[config.mk]
export PLATFORM = sky130hd
export DESIGN_NAME = mod_reduce_seq_flat
export DESIGN_NICKNAME = d
export VERILOG_FILES = /design/src/rtl/mod_reduce_seq_if.sv /design/src/rtl/mod_reduce_seq.sv /design/src/flat_wrapper.sv
export SDC_FILE = /design/constraint.sdc
export NUM_CORES = 2
export LEC_CHECK = 0
export ABC_AREA = 1
export CORE_ASPECT_RATIO = 1.4
export CORE_MARGIN = 1
export CORE_UTILIZATION = 52
export DETAILED_ROUTE_END_ITERATION = 10
export MAX_ROUTING_LAYER = met4
export PLACE_DENSITY = 0.78
export SETUP_SLACK_MARGIN = 0.5
export SYNTH_ARGS = -nofsm -noshare
export SYNTH_HDL_FRONTEND = slang
export SYNTH_SLANG_ARGS = --single-unit
[constraint.sdc]
create_clock -name clk -period 22.1 [get_ports clk]
set_input_delay 4.42 -clock clk [delete_from_list [all_inputs] [get_ports clk]]
set_output_delay 4.42 -clock clk [all_outputs]
set_load 0.005 [all_outputs]
[src/rtl/mod_reduce_seq_if.sv]
// mod_reduce_seq_if: handshake bundle between the multiplier, the reducer and its consumer
//   in_valid  master->slave  product/modulus valid (level; multiplier done)
//   in_ready  slave->master  reducer can accept a new product
//   ab        master->slave  2*width-bit product to reduce
//   p         master->slave  width-bit modulus, sampled with ab
//   out_valid slave->master  r/err valid, held until out_ready
//   out_ready master->slave  consumer accepts r
//   r         slave->master  ab mod p
//   err       slave->master  modulus was zero, qualified by out_valid
interface mod_reduce_seq_if #(
    parameter int width = 128
);
    logic               in_valid;
    logic               in_ready;
    logic [2*width-1:0] ab;
    logic [width-1:0]   p;
    logic               out_valid;
    logic               out_ready;
    logic [width-1:0]   r;
    logic               err;
    modport master (
        output in_valid, ab, p, out_ready,
        input  in_ready, out_valid, r, err
    );
    modport slave (
        input  in_valid, ab, p, out_ready,
        output in_ready, out_valid, r, err
    );
endinterface

[src/rtl/mod_reduce_seq.sv]
// mod_reduce_seq: sequential restoring shift-subtract reducer, r = ab mod p, one product bit per cycle
//   clk    rising-edge clock
//   reset  asynchronous active-high reset
//   bus    mod_reduce_seq_if.slave: in_valid/in_ready/ab/p in, out_valid/out_ready/r/err out
// Optional feature macro: MOD_REDUCE_BYPASS_EN (already-reduced products skip the RUN phase)
module mod_reduce_seq #(
    parameter int width = 128
) (
    input  logic             clk,
    input  logic             reset,
    mod_reduce_seq_if.slave  bus
);
    localparam int CW = $clog2(2 * width);
    localparam logic [CW-1:0] LAST = CW'(2 * width - 1);
    typedef enum logic [1:0] {IDLE, RUN, DONE} state_t;
    state_t             state_q;
    logic [2*width-1:0] sh_q;
    logic [width-1:0]   preg_q;
    logic [width-1:0]   rem_q;
    logic [CW-1:0]      count_q;
    logic               in_ready_q;
    logic               out_valid_q;
    logic [width-1:0]   r_q;
    logic               err_q;
    logic [width:0]     t_d;
    logic [width:0]     pext_d;
    logic [width-1:0]   rem_d;
    // rem < preg holds, so t < 2*preg fits width+1 bits and the restored value fits width bits
    assign t_d    = {rem_q, sh_q[2*width-1]};
    assign pext_d = {1'b0, preg_q};
    assign rem_d  = (t_d >= pext_d) ? width'(t_d - pext_d) : t_d[width-1:0];
    always_ff @(posedge clk or posedge reset) begin
        if (reset) begin
            state_q     <= IDLE;
            sh_q        <= '0;
            preg_q      <= '0;
            rem_q       <= '0;
            count_q     <= '0;
            in_ready_q  <= 1'b1;
            out_valid_q <= 1'b0;
            r_q         <= '0;
            err_q       <= 1'b0;
        end else begin
            case (state_q)
                IDLE: if (bus.in_valid) begin
                    sh_q       <= bus.ab;
                    preg_q     <= bus.p;
                    rem_q      <= '0;
                    count_q    <= '0;
                    in_ready_q <= 1'b0;
                    err_q      <= 1'b0;
                    if (bus.p == '0) begin
                        state_q     <= DONE;
                        out_valid_q <= 1'b1;
                        err_q       <= 1'b1;
                        r_q         <= '0;
                    end
`ifdef MOD_REDUCE_BYPASS_EN
                    else if (bus.ab[2*width-1:width] == '0 && bus.ab[width-1:0] < bus.p) begin
                        state_q     <= DONE;
                        out_valid_q <= 1'b1;
                        r_q         <= bus.ab[width-1:0];
                    end
`endif
                    else state_q <= RUN;
                end
                RUN: begin
                    sh_q    <= sh_q << 1;
                    rem_q   <= rem_d;
                    count_q <= count_q + CW'(1);
                    if (count_q == LAST) begin
                        state_q     <= DONE;
                        out_valid_q <= 1'b1;
                        r_q         <= rem_d;
                    end
                end
                DONE: if (bus.out_ready) begin
                    state_q     <= IDLE;
                    out_valid_q <= 1'b0;
                    in_ready_q  <= 1'b1;
                end
                default: state_q <= IDLE;
            endcase
        end
    end
    assign bus.in_ready  = in_ready_q;
    assign bus.out_valid = out_valid_q;
    assign bus.r         = r_q;
    assign bus.err       = err_q;
endmodule

[src/flat_wrapper.sv]
// flat-port wrapper written by rule: the top's interface ports become plain ports
module mod_reduce_seq_flat 
#(
    parameter int width = 128
)
  (clk, reset, bus_in_valid, bus_ab, bus_p, bus_out_ready, bus_in_ready, bus_out_valid, bus_r, bus_err);
  mod_reduce_seq_if #(.width(width)) bus_i ();
  input  logic clk;
  input  logic reset;
  input wire logic [$bits(bus_i.in_valid)-1:0] bus_in_valid;
  input wire logic [$bits(bus_i.ab)-1:0] bus_ab;
  input wire logic [$bits(bus_i.p)-1:0] bus_p;
  input wire logic [$bits(bus_i.out_ready)-1:0] bus_out_ready;
  output wire logic [$bits(bus_i.in_ready)-1:0] bus_in_ready;
  output wire logic [$bits(bus_i.out_valid)-1:0] bus_out_valid;
  output wire logic [$bits(bus_i.r)-1:0] bus_r;
  output wire logic [$bits(bus_i.err)-1:0] bus_err;
  assign bus_i.in_valid = bus_in_valid;
  assign bus_i.ab = bus_ab;
  assign bus_i.p = bus_p;
  assign bus_i.out_ready = bus_out_ready;
  assign bus_in_ready = bus_i.in_ready;
  assign bus_out_valid = bus_i.out_valid;
  assign bus_r = bus_i.r;
  assign bus_err = bus_i.err;
  mod_reduce_seq #(.width(width)) u_core (.clk(clk), .reset(reset), .bus(bus_i));
endmodule
Word level (Yosys, flattened, before mapping)
Index checks and enable logic that the tools add are counted.
{"block": "classes", "order_cmp": 1, "n_reduce_logical": 11, "eq_ne": 7, "n_addsub": 2, "n_mux": 25}
{"operator": "128-bit two-way mux", "n": 5}
{"operator": "128-bit case mux with 2 select lines", "n": 2}
{"operator": "256-bit case mux with 2 select lines", "n": 1}
{"operator": "256-bit two-way mux", "n": 1}
{"operator": "129-bit by 128-bit >= comparator with 1-bit output", "n": 1}
{"operator": "128-bit logical NOT", "n": 1}
{"operator": "128-bit subtractor", "n": 1}
{"operator": "8-bit case mux with 2 select lines", "n": 1}
{"operator": "8-bit by 1-bit adder with 8-bit output (second input constant)", "n": 1}
{"operator": "8-bit == test (second input constant)", "n": 1}
{"operator": "2-bit two-way mux", "n": 4}
{"operator": "8-bit two-way mux", "n": 1}
{"operator": "1-bit two-way mux", "n": 7}
{"operator": "2-bit case mux with 3 select lines", "n": 1}
{"operator": "3-bit AND reduction", "n": 2}
{"operator": "5-bit AND reduction", "n": 1}
{"operator": "2-bit by 1-bit inequality test with 1-bit output (second input constant)", "n": 2}
{"operator": "2-bit inequality test (second input constant)", "n": 2}
{"operator": "2-bit AND reduction", "n": 2}
{"operator": "4-bit AND reduction", "n": 1}
{"operator": "2-bit nonzero test", "n": 2}
{"operator": "1-bit case mux with 3 select lines", "n": 1}
{"operator": "3-bit nonzero test", "n": 1}
{"operator": "2-bit by 1-bit == test with 1-bit output (second input constant)", "n": 1}
{"operator": "3 further kinds", "n": 3}
{"block": "totals", "out_inout_bits": 131, "input_bits": 388, "word_cells": 55, "reg_bits": 653}

Logic depth before layout (Yosys ltp)
{"block": "logic_depth", "word_depth": 4, "depth_mapped": 22, "depth_no_buf": 20}

Worst setup path after synthesis
Ideal clock, no wire load.
{"block": "synth_timing", "path_kind": "input to register", "startpoint": "input port bus_p[8]", "endpoint": "register u_core.r_q[93] (netlist: u_core.bus.r[93])", "path_buffers": 2, "t_arrival_ps": 5938, "stages": 12, "setup_time_ps": 119, "slack_ps": 16043, "required_ps": 21981, "path_cell_list": "nor4_1 > nand3_1 > nor2_1 > nand2_1 > o21ai_0 > nand2_1 > nor2_1 > inv_1 > clkbuf_1 > clkbuf_1 > nand2_1 > nand2_1"}
{"block": "synth_between", "elab_chain_cells": 3}
{"element": "start, declared", "line_no": "flat_wrapper.sv:12", "source": "input wire logic [$bits(bus_i.p)-1:0] bus_p;"}
{"element": "128-bit logical NOT", "line_no": "mod_reduce_seq.sv:52", "source": "if (bus.p == '0) begin"}
{"element": "2-bit by 1-bit inequality test with 1-bit output (no source line)"}
{"element": "4-bit AND reduction (no source line)"}
{"element": "end signal, assigned", "line_no": "mod_reduce_seq.sv:74", "source": "r_q <= rem_d;"}
{"element": "end, declared", "line_no": "mod_reduce_seq.sv:23", "source": "logic [width-1:0] r_q;"}
Every way passes these cells.
A chain may end at the register's enable or synchronous reset.

Final worst setup path
{"block": "layout_timing", "startpoint": "input port bus_p[89]", "endpoint": "register u_core.r_q[6] (netlist: u_core.bus.r[6])"}
The elaborated chain is that of the path after synthesis.

==> impl_metrics.json <==
{
  "synth_warnings": 0,
  "htree_levels": 2,
  "fp.coreArea_mm2": 0.0806,
  "worstPathCellList": "clkdlybuf4s50_1, nor4_1, nand3_1, nor2_1, nand2_1, o21ai_0, nand2_1, nor2_4, buf_4, buf_4, nand4_1, nand2_1",
  "drtIter0Drc": 3348,
  "cts_setup_buffers": 0,
  "status": "finished, final reports clean",
  "peakVddDrop_uv": 131,
  "synth_seq_cells": 653,
  "port_buffers": 518,
  "synth_compound_area_share_pct": 11.5,
  "io_pins": 519,
  "grt_pass1_wl_um": 246000,
  "synth_simple_gate_area_share_pct": 29.8,
  "grt_pass1_vias": 42673,
  "whs_ns": 0.480,
  "initial_utilization_pct": 52.8,
  "ys_seq_area_share_pct": 38.4,
  "maxCapViolCount": 0,
  "drc": 0,
  "fmax_mhz": 119,
  "grt_usage_pct": 40.3,
  "arrival_ns": 9.00,
  "grt_max_degree": 183,
  "cts_tree": "done",
  "p_switching_mw": 5.39,
  "drtPass1Iterations": 8,
  "synth_cells": 6473,
  "wl_per_cell_um": 20.6,
  "finalSetupViolations": 0,
  "fin_total_pwr_mw": 9.74,
  "crit_fanout": 71,
  "clk_pin_slew_ns": 0.06,
  "rsz0062_at_grt": "no",
  "cp_common_cell": "nand2_1",
  "fp.dieW_um": 244,
  "hp-class": "reg -> reg",
  "finalMaxSlewViolations": 0,
  "synth_xor_area_share_pct": 1.32,
  "power_frac_comb_pct": 67.1,
  "fin_nets": 7377,
  "syn_to_final_growth_pct": 18.8,
  "synth-adder-area-share_pct": 3.84,
  "setup.worst_path.start_class": "input pin",
  "synth_mux_area_share_pct": 0,
  "worst-slew-pin-transition_ns": 1.15,
  "pwr-share-clk_pct": 11.7,
  "path_buf_inv": 3,
  "cts.repair.resized": 0,
  "final.setup_skew_ns": 0.0252,
  "die_h_um": 341,
  "drtAntennaViolNets": 0,
  "end_kind": "flip-flop",
  "antenna_found_initial": 8,
  "power.leakage_nw": 27.7,
  "avgViaCountPerCell": 5.35,
  "vias": 42715,
  "power_frac_seq_pct": 21.3,
  "synth_top_family_by_area": "simple AND/OR/NAND/NOR gates",
  "relSlewSlack_pct": 23.1,
  "synth_area_mm2": 0.0426,
  "hold_viol": 0,
  "clockBufferDepth": 3,
  "powerDensity_mw_per_mm2": 193,
  "ys_types": 42,
  "fp-row-count": 123,
  "fin_crit_ns": 8.39,
  "cpMaxStageDelayCell": "nor4_1",
  "dieArea_mm2": 0.0830,
  "synthesis.nets": 6991,
  "place_congestion": 1.11,
  "cts_root_buf": "clkbuf_16",
  "postSynthAreaPerCell_um2": 6.58,
  "switching_share_pct": 55.3,
  "hold_buffers": 0,
  "drive_above_1_share_pct": 2.76,
  "grt_remaining_overflow": 0,
  "cts_sinks": 653,
  "p_int_mw": 4.35,
  "critical_path_class": "in -> reg",
  "critical-path-max-stage-delay_ns": 0.92,
  "cp.required_ns": 22.70,
  "path_delay_family": "simple AND/OR/NAND/NOR gates",
  "finalWirelength_um": 164000,
  "place_hpwl_um": 130000,
  "cts_buffers": 61,
  "stdcell_area_mm2": 0.0506,
  "min_period_over_period_pct": 38.0,
  "place_area_mm2": 0.0484,
  "setup_tns_ns": 0,
  "clock_latency_ns": 0.67
}
[worst paths after layout]
| kind | from | end | slack, ns | cells past startpoint |
|---|---|---|---|---|
| max in group asynchronous | reset | u_core.sh_q[205]$_DFFE_PP0P_ | 14.05 | 6 |
| hold reg to reg | u_core.bus.r[57]$_DFFE_PP0P_ | u_core.bus.r[57]$_DFFE_PP0P_ | 0.48 | 2 |
| min in group asynchronous | reset | u_core.bus.r[50]$_DFFE_PP0P_ | 4.22 | 2 |
| hold / removal | u_core.bus.r[57]$_DFFE_PP0P_ | u_core.bus.r[57]$_DFFE_PP0P_ | 0.48 | 2 |
| setup / recovery | bus_p[89] | u_core.bus.r[6]$_DFFE_PP0P_ | 13.71 | 12 |
| setup reg to reg | u_core.preg_q[87]$_DFFE_PP0P_ | u_core.rem_q[106]$_DFFE_PP0P_ | 16.94 | 15 |
[synthesized netlist by cell type (all sizes together)]
cell type	instances	area share (%)
and3	1	0.015
o211ai	2	0.035
buf	72	1.0
nand3	401	4.9
o31ai	3	0.053
a22oi	1	0.018
o22ai	257	3.8
and2	3	0.044
dfstp	1	0.062
o21a	1	0.018
nand4	139	2.0
inv	1453	13
o21bai	12	0.21
nand3b	28	0.49
clkinv	1	0.0088
ha	129	3.8
a31oi	1	0.015
dfrtp	652	38
o31a	1	0.021
or2	2	0.029
nor4	20	0.31
nand2	2090	18
o21ai	274	3.2
xnor2	62	1.3
a21boi	1	0.018
nor2	325	3.0
clkbuf	150	1.3
xor2	2	0.041
a22o	3	0.062
nor3	41	0.48
a21oi	344	4.0
fa	1	0.047
[cells by family after synthesis]
group                      count (synthesis)
xor gates and xnor gates                  64
buffers and inverters                   1676
DFF                                      653
adders and majority gates                130
and+or+nand+nor                         3050
AOI/OAI and AO/OA                        900
[through the flow]
| stage | setup slack [ns] | util [%] | instances |
|---|---|---|---|
| after floorplan | 8.76 | - | 6473 |
| after CTS | 13.91 | 62.7 | 7972 |
| after global placement | 13.24 | 60.0 | 7858 |
| after global routing | 13.41 | 62.7 | 7978 |
| final | 13.71 | 62.7 | 7979 |
| after detailed placement | 13.20 | 60.0 | 7858 |
[sequential cells by signal, indices dropped and copies added (netlist names)]
register,cells
u_core.bus.err,1
u_core.bus.in_ready,1
u_core.bus.out_valid,1
u_core.bus.r,128
u_core.count_q,8
u_core.preg_q,128
u_core.rem_q,128
u_core.sh_q,256
u_core.state_q,2
[layer usage]
metal  wire length [µm]  GRT usage, %  up-vias
met1              60100          43.4    19834
met3              10300          6.80      443
met5                  0             -        -
li1                   -             -    20834
met4              13600          27.8        0
met2              80000          67.8     1604
[power groups by stage]
stage / logic (mW) / registers [mW] / clock network [mW]
2_1_floorplan: 4.29 / 1.99 / 0
3_3_place_gp: 6.29 / 2.06 / 0
3_5_place_dp: 6.40 / 2.07 / 0
4_1_cts: 6.44 / 2.06 / 1.14
5_1_grt: 7.15 / 2.12 / 1.19
6_report: 6.53 / 2.07 / 1.14
[worst reg2reg max path, cell delays in order (launching register included)]
cell and delay [ns]:
dfrtp_1 0.37, inv_1 0.08, ha_1 0.59, nand2_1 0.25, nor2_2 0.24, nand2_1 0.17
nor2_2 0.15, inv_2 0.08, nor2_4 0.11, inv_2 0.04, nor4_2 0.41, nand2_8 0.48
nand2_8 1.01, nand3_1 0.73, nand2_1 0.22, o21ai_1 0.09
[area by class of cell]
cell class | instances | area [µm²]
Antenna cell | 7 | 17.5
Clock buffer | 93 | 1840
Clock inverter | 21 | 332
Fill cell | 7485 | 30100
Inverter | 1454 | 5470
Multi-Input combinational cell | 4144 | 19800
Sequential cell | 653 | 16300
Tap cell | 1062 | 1330
Timing Repair Buffer | 545 | 5430
[cells in the final DEF (no fill, tap or decap), drive strengths merged, types with 2 or more instances in the layout]
master,n
a21oi,344
a22o,3
and2,3
buf,27
bufinv,6
clkbuf,93
clkdlybuf4s50,518
clkinv,8
clkinvlp,6
dfrtp,652
diode,7
ha,129
inv,1455
nand2,2090
nand3,401
nand3b,28
nand4,139
nor2,325
nor3,41
nor4,20
o211ai,2
o21ai,274
o21bai,12
o22ai,257
o31ai,3
or2,2
xnor2,62
xor2,2
Power figures use the tool's default switching activity.
